[config.mk]
export PLATFORM = sky130hd
export DESIGN_NAME = merlin_operand_fetch
export DESIGN_NICKNAME = d
export VERILOG_FILES = /design/src/rtl/merlin_operand_fetch.sv
export SDC_FILE = /design/constraint.sdc
export NUM_CORES = 1
export LEC_CHECK = 0
export ABC_CLOCK_PERIOD_IN_PS = 6500
export CORE_MARGIN = 2
export CORE_UTILIZATION = 29
export CTS_CLUSTER_DIAMETER = 200
export DETAILED_ROUTE_END_ITERATION = 7
export GPL_TIMING_DRIVEN = 0
export MAX_ROUTING_LAYER = met4
export PLACE_DENSITY_LB_ADDON = 0.3
export SKIP_LAST_GASP = 1
export SLEW_MARGIN = 0
export SYNTH_ARGS = -nofsm -noshare
export SYNTH_HDL_FRONTEND = slang
export SYNTH_SLANG_ARGS = --single-unit
[constraint.sdc]
create_clock -name clk_i -period 6.5 [get_ports clk_i]
set_input_delay 0.975 -clock clk_i [delete_from_list [all_inputs] [get_ports clk_i]]
set_output_delay 0.975 -clock clk_i [all_outputs]
set_load 0.005 [all_outputs]
[src/rtl/merlin_operand_fetch.sv]
// rtl/merlin_operand_fetch.sv - operand fetch stage: register file reads, RAW scoreboard, write bypass
module merlin_operand_fetch #(
    parameter int XLEN = 32
) (
    input  logic            clk_i,
    input  logic            reset_i,
    input  logic            clk_en_i,
    input  logic            ins_valid_i,
    output logic            ins_ready_o,
    input  logic            ins_rs1_en_i,
    input  logic [4:0]      ins_rs1_addr_i,
    input  logic            ins_rs2_en_i,
    input  logic [4:0]      ins_rs2_addr_i,
    input  logic            ins_rd_en_i,
    input  logic [4:0]      ins_rd_addr_i,
    output logic            rreg_a_rd_o,
    output logic [4:0]      rreg_a_addr_o,
    input  logic [XLEN-1:0] rreg_a_data_i,
    output logic            rreg_b_rd_o,
    output logic [4:0]      rreg_b_addr_o,
    input  logic [XLEN-1:0] rreg_b_data_i,
    input  logic            wreg_a_wr_i,
    input  logic [4:0]      wreg_a_addr_i,
    input  logic [XLEN-1:0] wreg_a_data_i,
    input  logic            wreg_b_wr_i,
    input  logic [4:0]      wreg_b_addr_i,
    input  logic [XLEN-1:0] wreg_b_data_i,
    output logic            op_valid_o,
    input  logic            op_ready_i,
    output logic [XLEN-1:0] op_rs1_data_o,
    output logic [XLEN-1:0] op_rs2_data_o,
    output logic            op_rd_en_o,
    output logic [4:0]      op_rd_addr_o
);

    logic [31:0]     pend_q;
    logic [31:0]     pend_d;
    logic            op_valid_q;
    logic            op_rd_en_q;
    logic [4:0]      op_rd_addr_q;
    logic            rs1_use_q;
    logic            rs2_use_q;
    logic            byp1_q;
    logic            byp2_q;
    logic [XLEN-1:0] byp1_data_q;
    logic [XLEN-1:0] byp2_data_q;

    logic hit_a1, hit_b1, hit_a2, hit_b2;
    logic haz1, haz2;
    logic accept;

    function automatic logic wr_hit(input logic we, input logic [4:0] wa, input logic [4:0] ra);
        return we && (wa != 5'd0) && (wa == ra);
    endfunction

    assign hit_a1 = wr_hit(wreg_a_wr_i, wreg_a_addr_i, ins_rs1_addr_i);
    assign hit_b1 = wr_hit(wreg_b_wr_i, wreg_b_addr_i, ins_rs1_addr_i);
    assign hit_a2 = wr_hit(wreg_a_wr_i, wreg_a_addr_i, ins_rs2_addr_i);
    assign hit_b2 = wr_hit(wreg_b_wr_i, wreg_b_addr_i, ins_rs2_addr_i);

    // A pending source that is being written this cycle is resolved by the bypass, not stalled.
    assign haz1 = ins_rs1_en_i && (ins_rs1_addr_i != 5'd0) && pend_q[ins_rs1_addr_i] && !(hit_a1 || hit_b1);
    assign haz2 = ins_rs2_en_i && (ins_rs2_addr_i != 5'd0) && pend_q[ins_rs2_addr_i] && !(hit_a2 || hit_b2);

    assign ins_ready_o = clk_en_i && !reset_i && !haz1 && !haz2 && (!op_valid_q || op_ready_i);
    assign accept      = ins_valid_i && ins_ready_o;

    assign rreg_a_rd_o   = accept && ins_rs1_en_i;
    assign rreg_a_addr_o = ins_rs1_addr_i;
    assign rreg_b_rd_o   = accept && ins_rs2_en_i;
    assign rreg_b_addr_o = ins_rs2_addr_i;

    // Clears first, then the accepted rd sets, so a same-cycle set of one index wins.
    always_comb begin
        pend_d = pend_q;
        if (wreg_a_wr_i) pend_d[wreg_a_addr_i] = 1'b0;
        if (wreg_b_wr_i) pend_d[wreg_b_addr_i] = 1'b0;
        if (accept && ins_rd_en_i) pend_d[ins_rd_addr_i] = 1'b1;
        pend_d[0] = 1'b0;
    end

    always_ff @(posedge clk_i) begin
        if (reset_i) begin
            pend_q       <= '0;
            op_valid_q   <= 1'b0;
            op_rd_en_q   <= 1'b0;
            op_rd_addr_q <= 5'd0;
            rs1_use_q    <= 1'b0;
            rs2_use_q    <= 1'b0;
            byp1_q       <= 1'b0;
            byp2_q       <= 1'b0;
            byp1_data_q  <= '0;
            byp2_data_q  <= '0;
        end else if (clk_en_i) begin
            pend_q <= pend_d;
            if (accept) begin
                op_valid_q   <= 1'b1;
                op_rd_en_q   <= ins_rd_en_i;
                op_rd_addr_q <= ins_rd_addr_i;
                rs1_use_q    <= ins_rs1_en_i && (ins_rs1_addr_i != 5'd0);
                rs2_use_q    <= ins_rs2_en_i && (ins_rs2_addr_i != 5'd0);
                byp1_q       <= hit_a1 || hit_b1;
                byp2_q       <= hit_a2 || hit_b2;
                byp1_data_q  <= hit_b1 ? wreg_b_data_i : wreg_a_data_i;
                byp2_data_q  <= hit_b2 ? wreg_b_data_i : wreg_a_data_i;
            end else if (op_ready_i) begin
                op_valid_q <= 1'b0;
            end
        end
    end

    // The file returns pre-write data on a same-cycle read+write, so latched bypass data takes priority.
    assign op_rs1_data_o = !rs1_use_q ? '0 : (byp1_q ? byp1_data_q : rreg_a_data_i);
    assign op_rs2_data_o = !rs2_use_q ? '0 : (byp2_q ? byp2_data_q : rreg_b_data_i);
    assign op_valid_o    = op_valid_q;
    assign op_rd_en_o    = op_rd_en_q;
    assign op_rd_addr_o  = op_rd_addr_q;

endmodule

== Word-level counts from Yosys, hierarchy flattened ==
Index checks and enable logic that the tools add are counted.
W data, S select, Z words.

* Register bits: 106
* Word-level logic and storage cells: 87

* Order comparisons: 8
* Equal/unequal tests: 4
* Mux-type cells: 21
* Bitwise operators: 5
* Reductions and logical operators: 39

{| class="wikitable"
|+ Operators by type and width
! cell !! number
|-
| $mux W32 || 9
|-
| $and A32 B32 Y32 || 2
|-
| $not A32 Y32 || 2
|-
| $or A32 B32 Y32 || 1
|-
| $lt A5 B6 Y1 const B || 5
|-
| $logic_and A1 B1 Y1 || 23
|-
| $eq A5 B5 Y1 || 4
|-
| $reduce_bool A5 Y1 || 4
|-
| $demux W1 S5 || 3
|-
| $ge A5 B1 Y1 const B || 3
|-
| $bmux W1 S5 || 2
|-
| $mux W1 || 7
|-
| $logic_not A1 Y1 || 6
|-
| $reduce_and A2 Y1 || 2
|-
| $logic_or A1 B1 Y1 || 3
|-
| $reduce_bool A2 Y1 || 1
|}

== Depth between registers and ports, before layout ==
* Word-level depth: 13
* Mapped depth: 11

== Worst setup path after synthesis ==
No wires, ideal clock.

* Kind: input port to output port
* Start point: input port ins_rs2_addr_i[0]
* End point: output port ins_ready_o
* Data arrival time: 2.986 ns
* Slack: 2.539 ns
* Stages on the path: 8
* Cells stage by stage: buf_2 -> mux4_2 -> mux2_2 -> a221o_1 -> a41o_1 -> buf_2 -> nor2_2 -> buf_4

* Longest elaborated chain between the ends: 8

{| class="wikitable"
|+ Ends and longest elaborated chain
! element !! line !! text
|-
| start, declared || 13 || <nowiki>input logic [4:0] ins_rs2_addr_i,</nowiki>
|-
| parallel branches: the longest is 4 deep, another holds $bmux W1 S5 || - ||
|-
| $logic_and A1 B1 Y1 * || 63 || <nowiki>assign haz2 = ins_rs2_en_i && (ins_rs2_addr_i != 5'd0) && pend_q[ins_rs2_addr_i] && !(hit_a2 || hit_b2);</nowiki>
|-
| $logic_not A1 Y1 * || 65 || <nowiki>assign ins_ready_o = clk_en_i && !reset_i && !haz1 && !haz2 && (!op_valid_q || op_ready_i);</nowiki>
|-
| $logic_and A1 B1 Y1 * (2 in series) || 65 ||
|-
| end, declared || 9 || <nowiki>output logic ins_ready_o,</nowiki>
|}

Mark *: on every way between the ends. The select of a mux whose other input is x is not followed.

== Worst setup path after layout ==
* Start point: input port ins_rs2_addr_i[4]
* End point: output port ins_ready_o

Same word-level chain as after synthesis.

==> results.toml <==
[timing]
fin_crit_sh_pct = 86.90
setup_slack_ns = 0.8518
fin_worst_skew_ns = 0.01292
tightest_slew_ns = 1.287
finalSetupTns_ns = 0
relSlewSlack_pct = 13.54
rsz0062_at_grt = "false"
fin_crit_ns = 5.648
setup_viol = 0
drv_slew = 0
finalHoldViolCount = 0
max_freq_mhz = 177.0

[setup_path]
worstPathArrival_ns = 4.67
cp-start-kind = "input port"
end_kind = "output pin"
critPathKind = "in -> out"
cp.required_ns = 5.52
crit_path_max_fanout = 10

[yosys]
ys_types = 46
yosys-top-cells-count = "a21oi_1 (107), dfxtp_1 (106), nand3_1 (79)"
post-synth-top-count-cell = "a21oi_1"
synth-seq-cells = 106
synth_cells = 903
syn_area_mm2 = 0.007516
synth.area.top_cells = "dfxtp_1 (28%), mux2_2 (11%), mux2i_1 (10%)"
yosysSeqAreaShare_pct = 28.23
synth_top_area_share_pct = 28.23
yosys_warnings = 0
yosysTopAreaCell = "dfxtp_1"
ys.flop_type = "dfxtp_1"
avgSynthCellArea_um2 = 8.323
async_flop_share_pct = 0
synth-edff-count = 0
syn_nets = 1066

[drt]
drtPass1Iterations = 5
vias = 7896
wirelength_mm = 30.25
routed_via_density = 5.324
detail_route.wl_per_cell_um = 20.40
drc = 0
drt_iter0_markers = 733
ant_nets = 0

[floorplanning]
start_util_pct = 29.68
ios = 247
fp.dieH_um = 165.0
core_mm2 = 0.02533
num_rows = 58
die_x_um = 165.0
die_area_mm2 = 0.02722

[clocking]
worstSkewPairLatency_ns = 0.37
numClockSinks = 106
post_cts_buffers = 0
cts_tree = "yes"
path_clk_slew_ns = 0.09
h-tree-depth = 3
post_cts_resized = 0
cts_hold_buf = 0
cts_buffer_depth = 2
cts_buffers = 9
clockRootBuffer = "clkbuf_16"

[global_routing]
grt_max_degree = 20
grt_pass1_vias = 7289
antenna_found_initial = 2
grt_usage_pct = 21.62
grt_pass1_wl_mm = 43.08
grt_overflow = 0

[pwr]
switching_share_pct = 30.38
pwr-share-clk_pct = 34.4
pwr_density_cell_mw_per_mm2 = 157.5
seq_power_share_pct = 40.6
p_switching_uw = 503.7
power.total_mw = 1.658
intPower_mw = 1.154
power_frac_comb_pct = 24.9
peakVddDrop_uv = 110.1
power.leakage_nw = 3.431

[placed_design]
place_ws_ns = 0.8156
dp_hpwl_mm = 23.82
gp_congestion = 0.9367
portBuffers = 229

[run]
maxCapViolCount = 0

[outcome]
outcome = "completed"

[hold_path]
hp-class = "reg -> reg"

[finish]
utilization_pct = 41.57
drive_gt1_share_pct = 13.24
area_growth_pct = 40.09
n_fill_cell = 2570
final_net_count = 1306
==> critical path, cell delays in order <==
cell,delay [ns]
clkdlybuf4s50_1,0.66
xnor2_1,0.16
nand4_1,0.11
nor3_1,0.82
a21oi_1,0.29
a41o_1,0.33
buf_2,0.21
nor2_2,0.33
buf_4,0.25
clkdlybuf4s50_1,0.53
==> cells by family after synthesis <==
logic type,share of synthesized area (%)
AOI/OAI and AO/OA,20.96
and+or+nand+nor,19.14
muxes,22.72
buffers and inverters,6.609
DFF,28.23
xor gates and xnor gates,2.331
==> sequential cells by signal, indices dropped and copies added (netlist names) <==
name,flops
op_valid_o,1
op_rd_en_o,1
byp1_data_q,32
byp1_q,1
rs2_use_q,1
pend_q,31
byp2_q,1
op_rd_addr_o,5
byp2_data_q,32
rs1_use_q,1
==> layer usage <==
metal  routed length (um)  GRT usage (%)  vias up
li1                     -              -     3785
met1                13920          29.05     3801
met2                14030          33.50      266
met3                 1612          3.265       44
met4                  691          6.561        0
met5                    0              -        -
==> power by group through the flow <==
stage	Combinational [mW]	Clock, mW	Sequential [mW]
6_report	0.413	0.571	0.674
5_1_grt	0.442	0.601	0.676
4_1_cts	0.410	0.575	0.674
3_5_place_dp	0.407	0	0.689
3_3_place_gp	0.403	0	0.689
2_1_floorplan	0.208	0	0.685
==> layout make-up <==
class                           instances  area, um2  share of cell area, %
Clock inverter                          6      56.30                 0.5348
Sequential cell                       106       2122                  20.15
Tap cell                              330      412.9                  3.922
Antenna cell                            5      12.51                 0.1188
Timing Repair Buffer                  229       2292                  21.77
Inverter                                6      22.52                 0.2139
Clock buffer                           10      239.0                  2.270
Buffer                                102      474.2                  4.504
Multi-Input combinational cell        689       4897                  46.51
==> through the flow <==
step                hold WS (ns)  cell area [um2]  instances
detailed placement        0.4695            10220       1462
CTS                       0.4806            10520       1478
global route              0.5041            10520       1480
global placement          0.4635            10220       1462
finish                    0.4814            10530       1483
floorplan                 0.4538             7516        903
==> cell usage in the layout (no fill, tap or decap), types with 6 or more instances in the layout <==
master             n
a31o_1            22
inv_1              6
clkbuf_16          9
o21ai_0           67
mux2i_1           75
buf_4             15
nand3b_1          12
dfxtp_1          106
buf_2             17
nor3_1            12
xnor2_1           13
xor2_1             7
nor2b_1           69
a31o_2             9
nor2_1            10
mux2_2            71
clkdlybuf4s50_1  229
nand2b_1          37
nand3_1           79
nand2_1           13
mux4_2             7
clkbuf_1          62
a21oi_1          107
o21ai_1           10
o22ai_1           33
or3b_2             6
==> worst paths after layout <==
path / start / cells past startpoint / slack (ns) / endpoint
max reg2reg: pend_q[8] / 9 / 3.68 / byp2_data_q[24]
min: byp1_data_q[17] / 2 / 0.48 / byp1_data_q[17]
min reg2reg: byp1_data_q[17] / 2 / 0.48 / byp1_data_q[17]
max: ins_rs2_addr_i[4] / 10 / 0.85 / ins_ready_o
(Power assumes the default switching activity.)
